`config.mk`:
```
export PLATFORM = sky130hd
export DESIGN_NAME = vga_timing_monitor
export DESIGN_NICKNAME = d
export VERILOG_FILES = /design/src/rtl/vga_timing_monitor.sv
export SDC_FILE = /design/constraint.sdc
export NUM_CORES = 1
export LEC_CHECK = 0
export CAP_MARGIN = 10
export CELL_PAD_IN_SITES_DETAIL_PLACEMENT = 1
export CELL_PAD_IN_SITES_GLOBAL_PLACEMENT = 1
export CORE_MARGIN = 2
export CORE_UTILIZATION = 44
export DETAILED_ROUTE_END_ITERATION = 10
export HOLD_SLACK_MARGIN = 0.06
export MAX_ROUTING_LAYER = met4
export PLACE_DENSITY = 0.86
export SYNTH_ARGS = -nofsm -noshare
export SYNTH_HDL_FRONTEND = slang
export SYNTH_SLANG_ARGS = --single-unit
```
`constraint.sdc`:
```
create_clock -name clk -period 6.36 [get_ports clk]
set_input_delay 0.954 -clock clk [delete_from_list [all_inputs] [get_ports clk]]
set_output_delay 0.954 -clock clk [all_outputs]
set_load 0.005 [all_outputs]
```
`src/rtl/vga_timing_monitor.sv`:
```
// Sink-side VGA timing checker: recovers coordinates, measures line/frame length, locks after good frames.
// Optional VGA_MON_ERRCNT_EN adds a saturating err_count output.
module vga_timing_monitor #(
  parameter int H_TOTAL     = 800,
  parameter int V_TOTAL     = 525,
  parameter int H_ACTIVE    = 640,
  parameter int V_ACTIVE    = 480,
  parameter int LOCK_FRAMES = 2
) (
  input  logic        clk,
  input  logic        rst,
  input  logic        pix_en,
  input  logic        hsync,
  input  logic        vsync,
  input  logic        blank_n,
  output logic [9:0]  rx_x,
  output logic [9:0]  rx_y,
  output logic        rx_valid,
  output logic [10:0] line_len,
  output logic [9:0]  frame_lines,
  output logic        locked,
  output logic        err_sticky,
`ifdef VGA_MON_ERRCNT_EN
  output logic [15:0] err_count,
`endif
  output logic [1:0]  dbg_state
);

  typedef enum logic [1:0] {
    ST_SEARCH = 2'd0,
    ST_TRACK  = 2'd1,
    ST_LOCKED = 2'd2
  } state_t;

  localparam logic [10:0] H_TOTAL_W  = 11'(H_TOTAL);
  localparam logic [9:0]  V_TOTAL_W  = 10'(V_TOTAL);
  localparam logic [10:0] H_ACTIVE_W = 11'(H_ACTIVE);
  localparam logic [9:0]  V_ACTIVE_W = 10'(V_ACTIVE);
  localparam logic [3:0]  LOCK_W     = 4'(LOCK_FRAMES);
  localparam logic [10:0] TMO_M1     = 11'(2 * H_TOTAL - 1);

  state_t      state_q, state_d;
  logic        hs_q, hs_d, vs_q, vs_d, bl_q, bl_d;
  logic [10:0] hcnt_q, hcnt_d, line_len_q, line_len_d;
  logic [9:0]  vcnt_q, vcnt_d, frame_lines_q, frame_lines_d;
  logic [9:0]  rx_x_q, rx_x_d, rx_y_q, rx_y_d;
  logic        rx_valid_q, rx_valid_d;
  logic        h_armed_q, h_armed_d, frame_err_q, frame_err_d;
  logic [3:0]  good_q, good_d;
  logic        locked_q, locked_d, err_sticky_q, err_sticky_d;
  logic [15:0] err_count_q, err_count_d;

  logic        hfall, vfall, bfall, checking;
  logic        line_err, frame_err, act_x_err, act_y_err, timeout, err_now;
  logic [10:0] hcnt_inc;
  logic [9:0]  vcnt_inc, rx_x_inc, rx_y_inc, vcnt_close, rows_close;

  always_comb begin
    hfall    = pix_en & hs_q & ~hsync;
    vfall    = pix_en & vs_q & ~vsync;
    bfall    = pix_en & bl_q & ~blank_n;
    checking = (state_q != ST_SEARCH);

    hcnt_inc = (hcnt_q == 11'h7FF) ? hcnt_q : hcnt_q + 11'd1;
    vcnt_inc = (vcnt_q == 10'h3FF) ? vcnt_q : vcnt_q + 10'd1;
    rx_x_inc = (rx_x_q == 10'h3FF) ? rx_x_q : rx_x_q + 10'd1;
    rx_y_inc = (rx_y_q == 10'h3FF) ? rx_y_q : rx_y_q + 10'd1;

    // A coincident hsync edge is counted before the frame is closed.
    vcnt_close = hfall ? vcnt_inc : vcnt_q;
    rows_close = bfall ? rx_y_inc : rx_y_q;

    line_err  = hfall & h_armed_q & checking & (hcnt_q != H_TOTAL_W);
    frame_err = vfall & checking & (vcnt_close != V_TOTAL_W);
    act_x_err = bfall & checking & (({1'b0, rx_x_q} + 11'd1) != H_ACTIVE_W);
    act_y_err = vfall & checking & (rows_close != V_ACTIVE_W);
    timeout   = pix_en & ~hfall & (hcnt_q == TMO_M1);
    err_now   = line_err | frame_err | act_x_err | act_y_err | timeout;

    state_d       = state_q;
    hs_d          = hs_q;
    vs_d          = vs_q;
    bl_d          = bl_q;
    hcnt_d        = hcnt_q;
    line_len_d    = line_len_q;
    vcnt_d        = vcnt_q;
    frame_lines_d = frame_lines_q;
    rx_x_d        = rx_x_q;
    rx_y_d        = rx_y_q;
    rx_valid_d    = rx_valid_q;
    h_armed_d     = h_armed_q;
    frame_err_d   = frame_err_q;
    good_d        = good_q;
    locked_d      = locked_q;
    err_sticky_d  = err_sticky_q | err_now;
    err_count_d   = (err_now && err_count_q != 16'hFFFF) ? err_count_q + 16'd1 : err_count_q;

    if (pix_en) begin
      hs_d       = hsync;
      vs_d       = vsync;
      bl_d       = blank_n;
      hcnt_d     = hfall ? 11'd1 : hcnt_inc;
      line_len_d = hfall ? hcnt_q : line_len_q;
      if (vfall) begin
        vcnt_d        = 10'd0;
        frame_lines_d = vcnt_close;
      end else if (hfall) begin
        vcnt_d = vcnt_inc;
      end
      // A timeout makes the next line length meaningless, so skip its check.
      if (timeout)    h_armed_d = 1'b0;
      else if (hfall) h_armed_d = 1'b1;
      rx_valid_d = blank_n;
      if (blank_n) rx_x_d = bl_q ? rx_x_inc : 10'd0;
      if (vfall)      rx_y_d = 10'd0;
      else if (bfall) rx_y_d = rx_y_inc;

      case (state_q)
        ST_SEARCH: begin
          locked_d = 1'b0;
          good_d   = 4'd0;
          if (vfall) begin
            state_d     = ST_TRACK;
            frame_err_d = 1'b0;
          end
        end
        ST_TRACK: begin
          if (timeout) begin
            state_d     = ST_SEARCH;
            good_d      = 4'd0;
            frame_err_d = 1'b0;
          end else if (vfall) begin
            frame_err_d = 1'b0;
            if (frame_err_q | err_now) begin
              good_d = 4'd0;
            end else begin
              good_d = good_q + 4'd1;
              if (good_q + 4'd1 == LOCK_W) begin
                state_d  = ST_LOCKED;
                locked_d = 1'b1;
              end
            end
          end else begin
            frame_err_d = frame_err_q | err_now;
          end
        end
        ST_LOCKED: begin
          if (timeout) begin
            state_d     = ST_SEARCH;
            locked_d    = 1'b0;
            good_d      = 4'd0;
            frame_err_d = 1'b0;
          end else if (err_now) begin
            state_d     = ST_TRACK;
            locked_d    = 1'b0;
            good_d      = 4'd0;
            frame_err_d = ~vfall;
          end else if (vfall) begin
            frame_err_d = 1'b0;
          end
        end
        default: begin
          state_d  = ST_SEARCH;
          locked_d = 1'b0;
          good_d   = 4'd0;
        end
      endcase
    end
  end

  always_ff @(posedge clk) begin
    if (!rst) begin
      state_q       <= ST_SEARCH;
      hs_q          <= 1'b0;
      vs_q          <= 1'b0;
      bl_q          <= 1'b0;
      hcnt_q        <= 11'd0;
      line_len_q    <= 11'd0;
      vcnt_q        <= 10'd0;
      frame_lines_q <= 10'd0;
      rx_x_q        <= 10'd0;
      rx_y_q        <= 10'd0;
      rx_valid_q    <= 1'b0;
      h_armed_q     <= 1'b0;
      frame_err_q   <= 1'b0;
      good_q        <= 4'd0;
      locked_q      <= 1'b0;
      err_sticky_q  <= 1'b0;
      err_count_q   <= 16'd0;
    end else begin
      state_q       <= state_d;
      hs_q          <= hs_d;
      vs_q          <= vs_d;
      bl_q          <= bl_d;
      hcnt_q        <= hcnt_d;
      line_len_q    <= line_len_d;
      vcnt_q        <= vcnt_d;
      frame_lines_q <= frame_lines_d;
      rx_x_q        <= rx_x_d;
      rx_y_q        <= rx_y_d;
      rx_valid_q    <= rx_valid_d;
      h_armed_q     <= h_armed_d;
      frame_err_q   <= frame_err_d;
      good_q        <= good_d;
      locked_q      <= locked_d;
      err_sticky_q  <= err_sticky_d;
      err_count_q   <= err_count_d;
    end
  end

  assign rx_x        = rx_x_q;
  assign rx_y        = rx_y_q;
  assign rx_valid    = rx_valid_q;
  assign line_len    = line_len_q;
  assign frame_lines = frame_lines_q;
  assign locked      = locked_q;
  assign err_sticky  = err_sticky_q;
  assign dbg_state   = state_q;
`ifdef VGA_MON_ERRCNT_EN
  assign err_count   = err_count_q;
`else
  logic unused_cnt;
  assign unused_cnt  = ^err_count_q;
`endif

endmodule
```
== Word level (Yosys, flattened, before mapping) ==
Index checks and enable logic that the tools add are counted.

* Add/subtract/negate cells: 6
* Equal/unequal tests: 23
* Muxes and demuxes: 39
* Bitwise operators: 27
* Reductions and logical operators: 13

{| class="wikitable"
|+ Operator list
! cell !! number
|-
| 2-to-1 mux 10 bit || 8
|-
| adder 10 x 1 -> 10 bit (second input constant) || 3
|-
| equality test 10 bit (second input constant) || 3
|-
| equality test 11 bit (second input constant) || 2
|-
| 2-to-1 mux 11 bit || 2
|-
| != test 11 x 10 -> 1 bit (second input constant) || 2
|-
| 2-to-1 mux 4 bit || 5
|-
| bitwise AND 1 bit || 16
|-
| 2-to-1 mux 2 bit || 7
|-
| != test 2 bit (second input constant) || 7
|-
| 2-to-1 mux 1 bit || 13
|-
| != test 3 bit (second input constant) || 4
|-
| AND reduction 6 bit || 2
|-
| adder 10 x 1 -> 11 bit (second input constant) || 1
|-
| adder 11 x 1 -> 11 bit (second input constant) || 1
|-
| != test 10 bit (second input constant) || 1
|-
| != test 10 x 9 -> 1 bit (second input constant) || 1
|-
| AND reduction 2 bit || 5
|-
| one-hot mux 4 bit (2 select lines) || 1
|-
| bitwise OR 1 bit || 6
|-
| one-hot mux 2 bit (3 select lines) || 1
|-
| AND reduction 3 bit || 2
|-
| inverter 1 bit || 5
|-
| adder 4 x 1 -> 4 bit (second input constant) || 1
|-
| other kinds (8) || 9
|}

* Flip-flop bits (word level): 75
* Input port bits: 6
* Word-level logic and storage cells: 123

== Depth between registers and ports, before layout ==
* Depth in word-level cells: 14
* Gate-level depth with buffers: 11
* Depth with buffers taken out: 10

== Worst setup path after synthesis ==
Ideal clock, no wire load.

* Path type: input-to-reg
* Start: input pix_en
* End: register good_q[3]
* Setup time: 0.074 ns
* Data arrival time: 3.853 ns
* Data required time: 6.286 ns
* Slack: 2.433 ns
* Stages: 10
* Path buffers: 1
* Cell sequence: clkbuf_1 -> nand3b_1 -> nor3_1 -> mux2i_1 -> or4b_1 -> or4_1 -> a21o_1 -> or3_4 -> or3_1 -> o21ai_0

* Longest elaborated chain between the ends: 14

{| class="wikitable"
|+ Ends and longest elaborated chain
! what !! line !! RTL
|-
| start, declared || 12 || <nowiki>input logic pix_en,</nowiki>
|-
| bitwise AND 1 bit (2 in series) || 59 || <nowiki>hfall = pix_en & hs_q & ~hsync;</nowiki>
|-
| 2-to-1 mux 10 bit or bitwise AND 1 bit (tied branches) || n/a ||
|-
| != test 10 bit or bitwise AND 1 bit (tied branches) || 74, 73 ||
|-
| bitwise AND 1 bit (on tied branches) || 74, 73 ||
|-
| bitwise OR 1 bit (4 in series) || 78 || <nowiki>err_now = line_err | frame_err | act_x_err | act_y_err | timeout;</nowiki>
|-
| bitwise OR 1 bit || 134 || <nowiki>if (frame_err_q | err_now) begin</nowiki>
|-
| 2-to-1 mux 4 bit || 134 ||
|-
| 2-to-1 mux 4 bit || 132 || <nowiki>end else if (vfall) begin</nowiki>
|-
| 2-to-1 mux 4 bit || 128 || <nowiki>if (timeout) begin</nowiki>
|-
| one-hot mux 4 bit (2 select lines) || 118 || <nowiki>case (state_q)</nowiki>
|-
| end signal, assigned || 204 || <nowiki>good_q <= good_d;</nowiki>
|-
| end, declared || 49 || <nowiki>logic [3:0] good_q, good_d;</nowiki>
|}

Parallel ways exist; a longest one is shown, timed or not. The select of a mux whose other input is x is not followed.
A chain may end at the register's enable or synchronous reset.

== Worst setup path after layout ==
* Start: input pix_en
* End: register state_q[0], in the netlist dbg_state[0]

* Longest elaborated chain between the ends: 12

{| class="wikitable"
|+ Ends and longest elaborated chain
! what !! line !! RTL
|-
| bitwise AND 1 bit (2 in series) || 59 ||
|-
| 2-to-1 mux 10 bit or bitwise AND 1 bit (tied branches) || n/a ||
|-
| != test 10 bit or bitwise AND 1 bit (tied branches) || 74, 73 ||
|-
| bitwise AND 1 bit (on tied branches) || 74, 73 ||
|-
| bitwise OR 1 bit (4 in series) || 78 ||
|-
| bitwise OR 1 bit || 134 ||
|-
| != test 3 bit (no line) || n/a ||
|-
| AND reduction 6 bit (no line) || n/a ||
|-
| end signal, assigned || 191 || <nowiki>state_q <= state_d;</nowiki>
|-
| end, declared || 42 || <nowiki>state_t state_q, state_d;</nowiki>
|}

Parallel ways exist; a longest one is shown, timed or not.

==> results.md <==
- Run status: complete, no violations
- Vias in the first global route: around 3.8k
- Synth top area share: roughly 38%
- VDD IR max: roughly 0.11 mV
- Arrival @ worst endpoint: between 4000 and 5000 ps
- Min-delay src: line_len[5]
- Die area: slightly below 0.01 mm^2
- Root Buffer: clkbuf_8
- Clock transition at path regs: 80 ps
- GP Congestion: slightly above 0.9
- Syn avg cell area: between 8 and 9 um^2
- Achievable Freq: roughly 220 MHz
- WL met1: 5010 um
- Vias post-DR: about 3.7k
- P&R area growth vs syn: 20.4%
- Largest driver fanout on the critical path: 19
- Dpl cells: roughly 620
- GR Overflow Total: 0
- Post-synth top cells: 75 x dfxtp_1, 64 x nand2_1, 37 x nor2_1, 31 x nand3_1, 22 x o21ai_0
- Initial core utilization: 45.0%
- Routed wire length on met3: between 400 and 500 um
- Final Hold Fails: 0
- Distinct cells, synth: between 50 and 60
- Die height: 98.2 um
- CP max stage cell: or4_1
- Die Wd: about 98 um
- Post-CTS resize count: 0
- Synth async-reset ratio: 0%
- Max-slew violation count: 0
- DR WL/cell: 17.3 um
- Overall global routing resource usage: 24.5%
- Post-synthesis register bit count: 75
- Slew @ Worst Pin: between 900 and 1000 ps
- LEAKAGE: 0.00166 uW
- Area leader, netlist: dfxtp_1
- CTS Buf Count: 9
- Largest stage delay, worst path: ~540 ps
- Required @ worst endpoint: around 6600 ps
- Max layer used: met4
- Final wirelength: around 11000 um
- Ys Warns: 0
- Clk buf depth: 2
- # Max-Cap Violations: 0
- Hold slack: 470 ps
- Proportion of layout cells with a drive suffix above 1: under 10%
- Primary FF master, synth: dfxtp_1
- Htree depth: 3
- Non-filler cells, final: approximately 640
- Final Util: around 54%
- Drt drc: 0
- Max transition margin: around 38%
- RSZ-0062 raised after global routing: false
- Final worst-path cycle share: between 70% and 80%
- Hold Crit Depth: 2
- Setup Skew: roughly 11 ps
- Vias per cell: between 5 and 6
- Initial DRC count: approximately 180
- Crit path cell chain: clkdlybuf4s50_1, buf_4, nand3b_1, buf_4, nor3b_1, o21ai_0, or4b_1, or4_1, a21o_1, o21a_1, a211oi_1, mux2i_1
- Dpl hpwl: 7960 um
- RR Endpoint: dbg_state[0]
- Seq/Total Area, Yosys: just under 40%
- Global-route wire length before repair: approximately 19000 um
- Worst-Skew Late Latency: between 300 and 400 ps
- Pwr/cell area: a little under 200 mW/mm^2
- Port Buffers: roughly 50
- EDFF count, synth: 0
- Total clock sinks: between 70 and 80
- Worst path most repeated cell: buf_4
- Antenna Cells: 0
- Min cycle time layout: roughly 4500 ps
- Met2 wire length: between 5000 and 6000 um
- Largest net degree at the start of global routing: 39
- Startpoint Class: input port
- Synth area leaders: dfxtp_1 38%, nand2_1 6.1%, nand3_1 4.0%
- Row count: 34
- R2r startpoint: vcnt_q[0]
- Antenna violations before repair: 0
- Total power: 923 uW
- Postcts setup bufs: 0
- Register-to-Register Path Depth: 10
- Io pins: 52
- Critical Path Sink Type: flop
- Post-Synthesis Cells: 480
- Post-layout nets: ~540
- Hold Path Class: flop to flop
- CTS Hold Bufs: 0
- Critical path class: input port to flop
- Final Setup Violations: 0
- CTS tree: done
- Drt pass-1 iters: 4
- CORE AREA: 0.00868 mm^2
- Hold Path Sink: line_len[5]
- Most frequent cell after synthesis: dfxtp_1
- Flop2flop setup slack: roughly 2600 ps
- Post-Route Setup TNS: 0 ps
- Post-route ant nets: 0
- Synth Net Count: 497
- Area of the mapped netlist: between 0.003 and 0.004 mm^2
==> power by group <==
group,switching [uW],internal (uW)
clock,190,204
combinational,29.6,20.1
sequential,6.41,474
==> per-stage QoR <==
stage	instance area (um^2)	setup WS [ps]
after floorplan	3910	2430
final	4700	1890
after global placement	4490	1660
after global routing	4700	1680
after CTS	4700	1910
after detailed placement	4490	1540
==> worst max-delay path: cells and delay by family <==
family / cells / cell delay [ps]
AND/OR/NAND/NOR: 4 / 1510
multiplexers: 1 / 260
AO/OA/AOI/OAI: 4 / 1020
buffers and inverters: 3 / 990
==> kinds of logic after synthesis <==
family                   Yosys count  synth area share [%]
AO/OA/AOI/OAI                     94                  16.2
XOR/XNOR                          14                  3.14
adder cells (fa/ha/maj)           11                  3.52
buffers and inverters             33                  3.23
flip-flops                        75                  38.4
multiplexers                      15                  3.91
AND/OR/NAND/NOR                  238                  31.6
==> final cells by class <==
class / instances / area [um^2]
Fill cell: 1058 / 3970
Multi-Input combinational cell: 372 / 2280
Sequential cell: 75 / 1500
Timing Repair Buffer: 54 / 533
Clock buffer: 11 / 151
Tap cell: 108 / 135
Clock inverter: 5 / 58.8
Inverter: 12 / 45.0
==> state kept, by name (all words and copies together), names as in the netlist <==
register,flops
hcnt_q,11
rx_y,10
hs_q,1
vs_q,1
vcnt_q,10
rx_x,10
rx_valid,1
err_sticky,1
frame_err_q,1
frame_lines,10
good_q,4
locked,1
dbg_state,2
line_len,11
h_armed_q,1
==> routing by layer <==
layer	vias to the layer above	global-route usage (%)
li1	1806	-
met1	1825	31.0
met2	100	40.2
met3	18	3.22
met4	0	9.06
met5	-	-
==> worst max-delay path by stage <==
stage                 from           end  slack [ps]  cells past startpoint
global route        pix_en  dbg_state[0]        1680                     11
detailed placement  pix_en  dbg_state[0]        1540                     12
floorplan           pix_en     good_q[3]        2430                     10
CTS                 pix_en  dbg_state[0]        1910                     12
global placement    pix_en     good_q[3]        1660                     12
finish              pix_en  dbg_state[0]        1890                     12
==> cells in the final DEF (no fill, tap or decap), drive strengths merged, types with 8 or more instances in the layout <==
master         count
nand4             12
ha                11
inv               13
nand2             64
o21ai             23
dfxtp             75
nor3              16
a21oi             16
and3               8
clkbuf            11
nor2b             16
and2              11
nand3             31
clkdlybuf4s50     51
mux2i             13
nor2              37
a21boi            16
(Power assumes the default switching activity.)
